### src/rtl/vec_fill_engine.sv
// Sequential bit-vector fill engine: rewrites LANES bits of vec per clock (set/clear/invert/pattern).
// Optional self-check enabled by defining VEC_FILL_CHECK_EN (snapshot + expected result + chk_err).
//
// state  | meaning
// S_IDLE | waiting for start
// S_RUN  | writing LANES bits per edge at idx
// S_DONE | one-cycle completion pulse; start here restarts immediately
module vec_fill_engine #(
  parameter int               WIDTH = 8,
  parameter int               LANES = 1,
  parameter logic [WIDTH-1:0] INIT  = '0
) (
  input  logic             clk,
  input  logic             rst,
  input  logic             start,
  input  logic             abort,
  input  logic [1:0]       mode,
  input  logic             dir,
  output logic             busy,
  output logic             done,
  output logic [WIDTH-1:0] vec,
  output logic             chk_err
);

  localparam int IW   = (WIDTH + LANES > 2) ? $clog2(WIDTH + LANES) : 1;
  localparam int N_WR = (WIDTH + LANES - 1) / LANES;
  localparam int CW   = (N_WR > 1) ? $clog2(N_WR) : 1;

  typedef enum logic [1:0] {S_IDLE, S_RUN, S_DONE} state_t;

  state_t           state, state_n;
  logic [WIDTH-1:0] vec_n, wr_vec;
  logic [IW-1:0]    idx, idx_n;
  logic [CW-1:0]    rem, rem_n;
  logic [1:0]       mode_q, mode_n;
  logic             dir_q, dir_n;
  logic             accept, last;
  int               idx_i;

  // Lane window starts at idx and extends LANES bits toward the walk direction.
  always_comb begin
    wr_vec = vec;
    idx_i  = int'(idx);
    for (int i = 0; i < WIDTH; i++) begin
      if (dir_q ? ((i <= idx_i) && (i + LANES > idx_i))
                : ((i >= idx_i) && (i < idx_i + LANES))) begin
        case (mode_q)
          2'b00:   wr_vec[i] = 1'b1;
          2'b01:   wr_vec[i] = 1'b0;
          2'b10:   wr_vec[i] = ~vec[i];
          default: wr_vec[i] = ((i % 2) == 1);
        endcase
      end
    end
  end

  always_comb begin
    state_n = state;
    vec_n   = vec;
    idx_n   = idx;
    rem_n   = rem;
    mode_n  = mode_q;
    dir_n   = dir_q;
    accept  = (state != S_RUN) && start;
    last    = (rem == '0);
    case (state)
      S_RUN: begin
        if (abort) begin
          state_n = S_IDLE;
        end else begin
          vec_n = wr_vec;
          if (last) begin
            state_n = S_DONE;
          end else begin
            rem_n = rem - CW'(1);
            idx_n = dir_q ? (idx - IW'(LANES)) : (idx + IW'(LANES));
          end
        end
      end
      S_DONE:  state_n = S_IDLE;
      default: state_n = S_IDLE;
    endcase
    if (accept) begin
      state_n = S_RUN;
      mode_n  = mode;
      dir_n   = dir;
      idx_n   = dir ? IW'(WIDTH - 1) : '0;
      rem_n   = CW'(N_WR - 1);
    end
  end

  always_ff @(posedge clk or posedge rst) begin
    if (rst) begin
      state  <= S_IDLE;
      vec    <= INIT;
      idx    <= '0;
      rem    <= '0;
      mode_q <= 2'b00;
      dir_q  <= 1'b0;
    end else begin
      state  <= state_n;
      vec    <= vec_n;
      idx    <= idx_n;
      rem    <= rem_n;
      mode_q <= mode_n;
      dir_q  <= dir_n;
    end
  end

  assign busy = (state == S_RUN);
  assign done = (state == S_DONE);

`ifdef VEC_FILL_CHECK_EN
  logic [WIDTH-1:0] exp_q;
  logic             chk_q;

  function automatic logic [WIDTH-1:0] full_fill(input logic [1:0] m, input logic [WIDTH-1:0] v);
    logic [WIDTH-1:0] r;
    case (m)
      2'b00:   r = '1;
      2'b01:   r = '0;
      2'b10:   r = ~v;
      default: begin
        r = '0;
        for (int i = 0; i < WIDTH; i++) r[i] = ((i % 2) == 1);
      end
    endcase
    return r;
  endfunction

  // Expected result is taken from vec as it stands when the start is accepted.
  always_ff @(posedge clk or posedge rst) begin
    if (rst) begin
      exp_q <= '0;
      chk_q <= 1'b0;
    end else if (accept) begin
      exp_q <= full_fill(mode, vec);
      chk_q <= 1'b0;
    end else if ((state == S_RUN) && !abort && last && (vec_n != exp_q)) begin
      chk_q <= 1'b1;
    end
  end

  assign chk_err = chk_q;

`ifndef SYNTHESIS
  always @(posedge clk) begin
    if (!rst) begin
      if (done) assert (vec == exp_q);
      assert (!(busy && done));
    end
  end
`endif
`else
  assign chk_err = 1'b0;
`endif

endmodule
### config.mk
export PLATFORM = sky130hd
export DESIGN_NAME = vec_fill_engine
export DESIGN_NICKNAME = d
export VERILOG_FILES = /design/src/rtl/vec_fill_engine.sv
export SDC_FILE = /design/constraint.sdc
export NUM_CORES = 1
export LEC_CHECK = 0
export ABC_AREA = 0
export CAP_MARGIN = 20
export CORE_MARGIN = 2
export CORE_UTILIZATION = 45
export CTS_CLUSTER_SIZE = 24
export DETAILED_ROUTE_END_ITERATION = 12
export PLACE_DENSITY = 0.73
export SYNTH_ARGS = -nofsm -noshare
export SYNTH_HDL_FRONTEND = slang
export SYNTH_SLANG_ARGS = --single-unit
### constraint.sdc
create_clock -name clk -period 2.6 [get_ports clk]
set_input_delay 0.26 -clock clk [delete_from_list [all_inputs] [get_ports clk]]
set_output_delay 0.26 -clock clk [all_outputs]
set_load 0.05 [all_outputs]
* After elaboration in Yosys (flattened, before gate mapping)
Cells that the tools add are included.
** Word-level totals
- Register bits after elaboration :: 20
- Input port bits :: 7
- Word-level logic and storage cells :: 123
** Cells by class
- Add/subtract/negate cells :: 4
- $lt $le $gt $ge :: 31
- Equal/unequal tests :: 8
- Muxes and demuxes :: 30
- Bitwise operators :: 9
- Reduce and logical (&&, ||, !) cells :: 28
** Operators by type and width (number)
- < comparator 4 x 32 -> 1 bit (first input constant) :: 3
- < comparator 3 x 32 -> 1 bit (first input constant) :: 2
- < comparator 1 x 32 -> 1 bit (first input constant) :: 1
- < comparator 2 x 32 -> 1 bit (first input constant) :: 1
- AND reduction 3 bit :: 9
- two-way mux 4 bit :: 5
- greater-or-equal comparator 3 x 4 -> 1 bit (first input constant) :: 4
- greater-than comparator 3 x 4 -> 1 bit (first input constant) :: 4
- less-or-equal comparator 3 x 4 -> 1 bit (first input constant) :: 4
- logical AND 1 bit :: 16
- one-hot mux 1 bit (2 select lines) :: 8
- two-way mux 3 bit :: 5
- inverter 1 bit :: 9
- greater-or-equal comparator 1 x 4 -> 1 bit (first input constant) :: 2
- greater-or-equal comparator 2 x 4 -> 1 bit (first input constant) :: 2
- greater-than comparator 2 x 4 -> 1 bit (first input constant) :: 2
- less-or-equal comparator 2 x 4 -> 1 bit (first input constant) :: 2
- two-way mux 1 bit :: 8
- two-way mux 2 bit :: 4
- adder 4 x 1 -> 5 bit (second input constant) :: 1
- < comparator 3 x 5 -> 1 bit (first input constant) :: 1
- adder 4 x 1 -> 4 bit (second input constant) :: 1
- == test 2 x 1 -> 1 bit (second input constant) :: 2
- == test 2 bit (second input constant) :: 2
- 11 further kinds :: 12

* Logic depth before layout (Yosys ltp)
Gate-level depths: netlist (run 1).
- Depth after elaboration :: 6
- Depth in mapped cells :: 6

* Worst setup path before layout (run 1)
Ideal clock, no wire load.
- Path type :: reg2reg
- Start point :: register idx[0]
- End point :: register vec[6]
- Setup time :: 0.128 ns
- Arrival :: 1.753 ns
- Data required time :: 2.472 ns
- Path slack :: 0.719 ns
- Cell stages (with the launch flop) :: 7
- Path through :: dfrtp_1 -> ha_1 -> buf_6 -> mux2_4 -> and3_4 -> o31ai_2 -> mux2_1
** On the way
- Cells in the longest elaborated chain, start to end :: 5
** RTL lines
- from (decl) :: line 33 : logic [IW-1:0] idx, idx_n;
- from (signal assigned) :: line 103 : idx <= idx_n;
- adder 4 x 1 -> 5 bit :: line 46 : : ((i >= idx_i) && (i < idx_i + LANES))) begin
- < comparator 4 x 32 -> 1 bit :: line 46
- logical AND 1 bit :: line 46
- two-way mux 1 bit * :: line 45 : if (dir_q ? ((i <= idx_i) && (i + LANES > idx_i))
- AND reduction 3 bit (no line) *
- to (signal assigned) :: line 102 : vec <= vec_n;
- to (decl) :: line 21 : output logic [WIDTH-1:0] vec,
Mark *: on every way between the ends. The rest lies on a longest branch, timed or not.
A chain may end at the register's enable or synchronous reset.

* Final worst setup path (run 1)
- Start point :: register state[1]
- End point :: output port busy
** On the way
- Cells in the longest elaborated chain, start to end :: 1
** RTL lines
- from (decl) :: line 31 : state_t state, state_n;
- from (signal assigned) :: line 101 : state <= state_n;
- == test 2 x 1 -> 1 bit :: line 110 : assign busy = (state == S_RUN);
- to (decl) :: line 19 : output logic busy,
No other way between the ends.

==> results of run 1 <==
[cells in the final DEF (no fill, tap or decap), types with 2 or more instances in the layout]
cell type and n:
clkdlybuf4s50_1 16, clkbuf_4 3, nand2b_1 3, a211o_1 2, nor2b_1 6, a21oi_1 13, o21ai_1 2, nor2_1 3
inv_1 7, ha_1 6, nand2_1 10, nor3_1 2, dfrtp_1 20, mux2i_1 2, mux2_4 3, and3_1 3
nand3_1 2, o22ai_1 2, mux2_1 8
[worst max path at each step]
| stage | endpoint |
|---|---|
| 2_1_floorplan | vec[6] |
| 3_3_place_gp | vec[2] |
| 3_5_place_dp | vec[2] |
| 4_1_cts | busy |
| 5_1_grt | busy |
| 6_report | busy |
[layout make-up]
type	instances	area share, %
Multi-Input combinational cell	89	47.5
Sequential cell	20	34.9
Clock buffer	3	1.57
Tap cell	31	2.71
Inverter	8	2.10
Timing Repair Buffer	16	11.2
[flip-flops by register name, indices dropped and copies added, names as in the netlist]
signal / flops
idx: 4
state: 2
rem: 3
dir_q: 1
vec: 8
mode_q: 2
[layer usage]
layer / up-vias / share of wire (%)
li1: 454 / -
met5: - / 0
met1: 442 / 45
met4: 0 / 0.59
met2: 27 / 49
met3: 2 / 5.3
[where the power goes]
| group | switching [mW] | internal, mW |
|---|---|---|
| combinational | 0.464 | 0.333 |
| clock | 0.0863 | 0.0539 |
| sequential | 0.128 | 0.420 |
[stage by stage]
step	hold WS, ns	instance area, sq um	utilization, %	instances	power [mW]
global route	0.493	1430	53.3	167	1.59
finish	0.414	1430	53.3	167	1.48
floorplan	0.224	1240	-	121	1.14
global placement	0.492	1410	52.5	164	1.34
CTS	0.435	1430	53.3	167	1.50
detailed placement	0.508	1410	52.5	164	1.35
[logic make-up after synthesis]
logic type | after synthesis | share of synthesized area [%]
AND/OR/NAND/NOR | 40 | 20.5
multiplexers | 13 | 12.5
AO/OA/AOI/OAI | 27 | 14.1
buffers and inverters | 12 | 4.74
flip-flops | 20 | 40.4
XOR/XNOR | 2 | 1.41
other | 1 | 0.302
adder cells (fa/ha/maj) | 6 | 6.05
==> impl_metrics.toml, run 1 <==
[clocking]
cts_hold_buf = 0
cts.sinks = 20
ctsResizeCount = 0
clk_latency_ns = 0.29
post_cts_buffers = 0
cts_tree = "built"
clk_pin_slew_ns = 0.10
numCtsBuffers = 3
htree_num_levels = 1
clk_path_buf_depth = 2
ctsRootBufferMaster = "clkbuf_4"

[finish]
diodes = 0
multi_input_area_sq_um = 681
fillers = 254
drive_above_1_share_pct = 10.3
area_delta_synth_final_pct = 15.5
finalNetCount = 151
seq_area_sq_um = 500

[drt]
wl_per_cell_microns = 14.1
drc = 0
route.final.wire_length_mm = 2.36
vias = 925
vias_per_cell = 5.54
drt_iter0_markers = 16
drtPass1Iterations = 4
ant_nets = 0

[floorplan]
num_io_pins = 18
coreArea_sq_um = 2690
rows = 19
die_area_sq_um = 3190
die_h_microns = 56.5
start_util_pct = 46.2
die_x_microns = 56.5

[synth]
syn_area_per_cell_sq_um = 10.2
synth_flop_cell = "dfrtp_1"
syn_nets = 134
synthTopCellsByArea = "dfrtp_1 (40%), mux2_1 (7.3%), ha_1 (6.1%)"
ys_types = 43
synth_edf_count = 0
synthArstFlopShare_pct = 100
yosysTopAreaCell = "dfrtp_1"
syn_inst = 121
synth_common_cells = "dfrtp_1 (20), a21oi_1 (13), nand2_1 (10), mux2_1 (8), inv_1 (7)"
yosysMostFrequentCell = "dfrtp_1"
synth_seq_cells = 20
netlist.area_leader.share_pct = 40.4
ys_warn_count = 0
synth_area_sq_um = 1240
ys_seq_area_share_pct = 40.4

[sta]
post-route-period-util_pct = 81.8
final_max_slew_viol_count = 0
max_freq_mhz = 470
skew_ns = 0.00175
worstMarginPinSlew_ns = 0.761
worst_slack_ns = 0.473
hold_violations = 0
relSlewSlack_pct = 49.2
period_needed_ns = 2.13
rsz0062_at_grt = "false"
tns_ns = 0
setup_viol = 0

[global_routing]
use_met3_pct = 5.07
grt_pass1_vias = 921
gr-usage-met2_pct = 27.2
grt_max_degree = 21
grtUsageTotal_pct = 16.3
grt_overflow = 0
antenna_found_initial = 0
top_usage_layer = "met2"
use_met1_pct = 20.7
grt_pass1_wl_mm = 4.08

[worst_setup_path]
path_buf_inv = 2
rr_endpoint = "vec[6]"
r2r.worst_path.cells = 5
worst-path-max-fanout = 6
ff2ff_setup_slack_ns = 0.57
max_stage_delay_ns = 0.80
crit_slowest_cell = "clkdlybuf4s50_1"
path_class = "reg -> out"
startpoint_type = "flip-flop"
cp-end-kind = "primary output"
cp_top_family = "buffers and inverters"
critical_path_depth = 3
cp.required_ns = 2.34
crit_arrival_ns = 1.87
r2r_start = "idx[1]"
crit_chain = "nand2b_1, inv_1, clkdlybuf4s50_1"
crit_start = "state[1]"

[power_and_ir_drop]
p_leak_nw = 0.640
p_per_area_nw_per_um2 = 1040
max-vdd-ir-drop_v = 0.000740

[min_path]
hold_class = "in -> async"

[placement]
numPortBuffers = 16
globalplace.congestion = 0.876
place_hpwl_mm = 1.83
preCtsSetupSlack_ns = 0.550

[outcome]
status = "finished clean"

[job]
drv_cap = 0
No activity file was read; power rests on OpenSTA's default activity.
==> inputs of run 2 (changes only) <==
--- a/config.mk
+++ b/config.mk
@@ -11,7 +11,7 @@
 export CORE_UTILIZATION = 45
 export CTS_CLUSTER_SIZE = 24
 export DETAILED_ROUTE_END_ITERATION = 12
-export PLACE_DENSITY = 0.73
+export PLACE_DENSITY = 0.76
 export SYNTH_ARGS = -nofsm -noshare
 export SYNTH_HDL_FRONTEND = slang
 export SYNTH_SLANG_ARGS = --single-unit
==> constraint.sdc (replaced) <==
create_clock -name clk -period 1.75 [get_ports clk]
set_input_delay 0.175 -clock clk [delete_from_list [all_inputs] [get_ports clk]]
set_output_delay 0.175 -clock clk [all_outputs]
set_load 0.05 [all_outputs]
==> run 2 against run 1 <==
Against the previous run:
- cell count rose by 13%
- combinational power up 110%
- non-clock buffer count grew 21
- sequential power up 41%
- total power up 89%
- clock power rose to 2.8 times the previous value
- largest power group unchanged
==> impl_metrics.toml, run 2 (synthesis results as in run 1) <==
[outcome]
status = "finished clean"

[drt]
route.final.wire_length_mm = 2.76
ant_nets = 0
drt_iter0_markers = 20
wl_per_cell_microns = 14.6
drtPass1Iterations = 4
vias_per_cell = 5.42
vias = 1024
drc = 0

[placement]
placed_area_sq_um = 1570
globalplace.congestion = 0.991
numPortBuffers = 16
dp_cells = 184
preCtsSetupSlack_ns = -0.102
place_hpwl_mm = 2.09

[finish]
area_delta_synth_final_pct = 37.9
drive_above_1_share_pct = 34.8
fin_area_sq_um = 1710
top_regs = "vec (8), idx (4), rem (3)"
finalNetCount = 172
post-route-util_pct = 63.7
diodes = 0
top_register = "vec"
most-common-layout-cells = "buf_4 (22), dfrtp_1 (20), clkdlybuf4s50_1 (14), a21oi_1 (11), nand2_1 (9)"
largest_reg_flops = 8
final_common_cell = "buf_4"
stdcell_count = 189
fillers = 218

[power_and_ir_drop]
clockPowerShare_pct = 14.0
max-vdd-ir-drop_v = 0.00119
power_frac_comb_pct = 58.5
p_leak_nw = 0.784
seq_power_share_pct = 27.4
p_per_area_nw_per_um2 = 1640
p_int_mw = 1.63
power_switching_mw = 1.18
switching_share_pct = 41.9

[global_routing]
grt_pass1_vias = 1029
antenna_found_initial = 0
grt_pass1_wl_mm = 4.52
grt_max_degree = 21
grtUsageTotal_pct = 18.2
grt_overflow = 0

[floorplan]
die_x_microns = 56.5
num_io_pins = 18
start_util_pct = 46.2
die_area_sq_um = 3190
coreArea_sq_um = 2690
rows = 19
die_h_microns = 56.5

[worst_setup_path]
worst-path-max-fanout = 4
crit_arrival_ns = 1.97
crit_start = "idx[0]"
path_class = "reg -> reg"
startpoint_type = "flip-flop"
crit_slowest_cell = "dfrtp_1"
critPathMostFrequentCell = "mux2_4"
max_stage_delay_ns = 0.41
r2r_start = "idx[0]"
cp.required_ns = 1.97
crit_chain = "ha_2, mux2_4, and3_4, o31ai_4, mux2_4"
ff2ff_setup_slack_ns = 0.0005
rr_endpoint = "vec[6]"
critPathCapture = "vec[6]"
cp-end-kind = "flip-flop"
r2r.worst_path.cells = 5

[sta]
setup_viol = 0
worst_slack_ns = 0.000490
post-route-period-util_pct = 100
period_needed_ns = 1.75
hold_ws_ns = 0.168
hold_violations = 0
max_freq_mhz = 572
final_max_slew_viol_count = 0
rsz0062_at_grt = "true"
skew_ns = 0.00713

[min_path]
hold_class = "in -> async"

[clocking]
numCtsBuffers = 3
cts.sinks = 20
ctsRootBufferMaster = "clkbuf_4"
clk_path_buf_depth = 2
cts_tree = "built"
htree_num_levels = 1
clk_pin_slew_ns = 0.13
cts_hold_buf = 0
clk_latency_ns = 0.32

[job]
drv_cap = 0
[run 2: changes by cell type in the layout (fill, tap and decap cells not counted), sizes merged]
| cell | delta |
|---|---|
| bufinv | +1 |
| buf | +23 |
| clkdlybuf4s50 | -2 |
[run 2: metrics by stage]
stage               power [mW]  setup TNS [ns]
floorplan                 1.69         -0.0615
global placement          2.20          -0.205
detailed placement        2.24          -0.356
CTS                       2.67         -0.0192
global route              2.98         -0.0665
finish                    2.81               0
[run 2: area by class of cell]
cell class	count	area, sq um	share of cell area, %
clock buffer	3	22.5	1.32
clock inverter	1	30.0	1.76
inverter	8	30.0	1.76
multi-input combinational	89	763	44.6
sequential	20	500	29.3
tap	31	38.8	2.27
timing repair buffer	37	325	19.0
[run 2: repair_timing]
item	in CTS	in global routing
endpoints found under the setup margin	2	4
resized for setup	5	14
setup buffers	1	0
pin swaps	1	1
[run 2: power groups by stage]
stage	combinational, mW	sequential (mW)	clock [mW]
global placement	1.43	0.763	0
floorplan	0.634	1.06	0
detailed placement	1.47	0.775	0
global route	1.77	0.795	0.412
CTS	1.52	0.764	0.396
finish	1.64	0.770	0.393
[run 2: worst max-delay path, delay by kind of cell (launching register included)]
family / cells / cell delay [ns]
mux: 2 / 0.62
simple gates: 1 / 0.18
compound gates: 1 / 0.21
flops: 1 / 0.41
fa+ha+maj: 1 / 0.22
[run 2: worst min path at each step]
stage / startpoint / endpoint / slack, ns / depth (start not counted)
finish: rst / vec[0] / 0.17 / 3
global route: rst / vec[7] / 0.22 / 3
CTS: rst / vec[5] / 0.19 / 3
detailed placement: rem[2] / rem[2] / 0.50 / 2
global placement: rem[2] / rem[2] / 0.49 / 2
floorplan: rst / dir_q / 0.14 / 1
[run 2: routing by layer]
metal / global-route usage (%) / part of all wire (%)
met1: 21.0 / 41
met4: 7.82 / 1.4
met2: 33.2 / 54
met3: 2.53 / 3.2
met5: 0 / 0
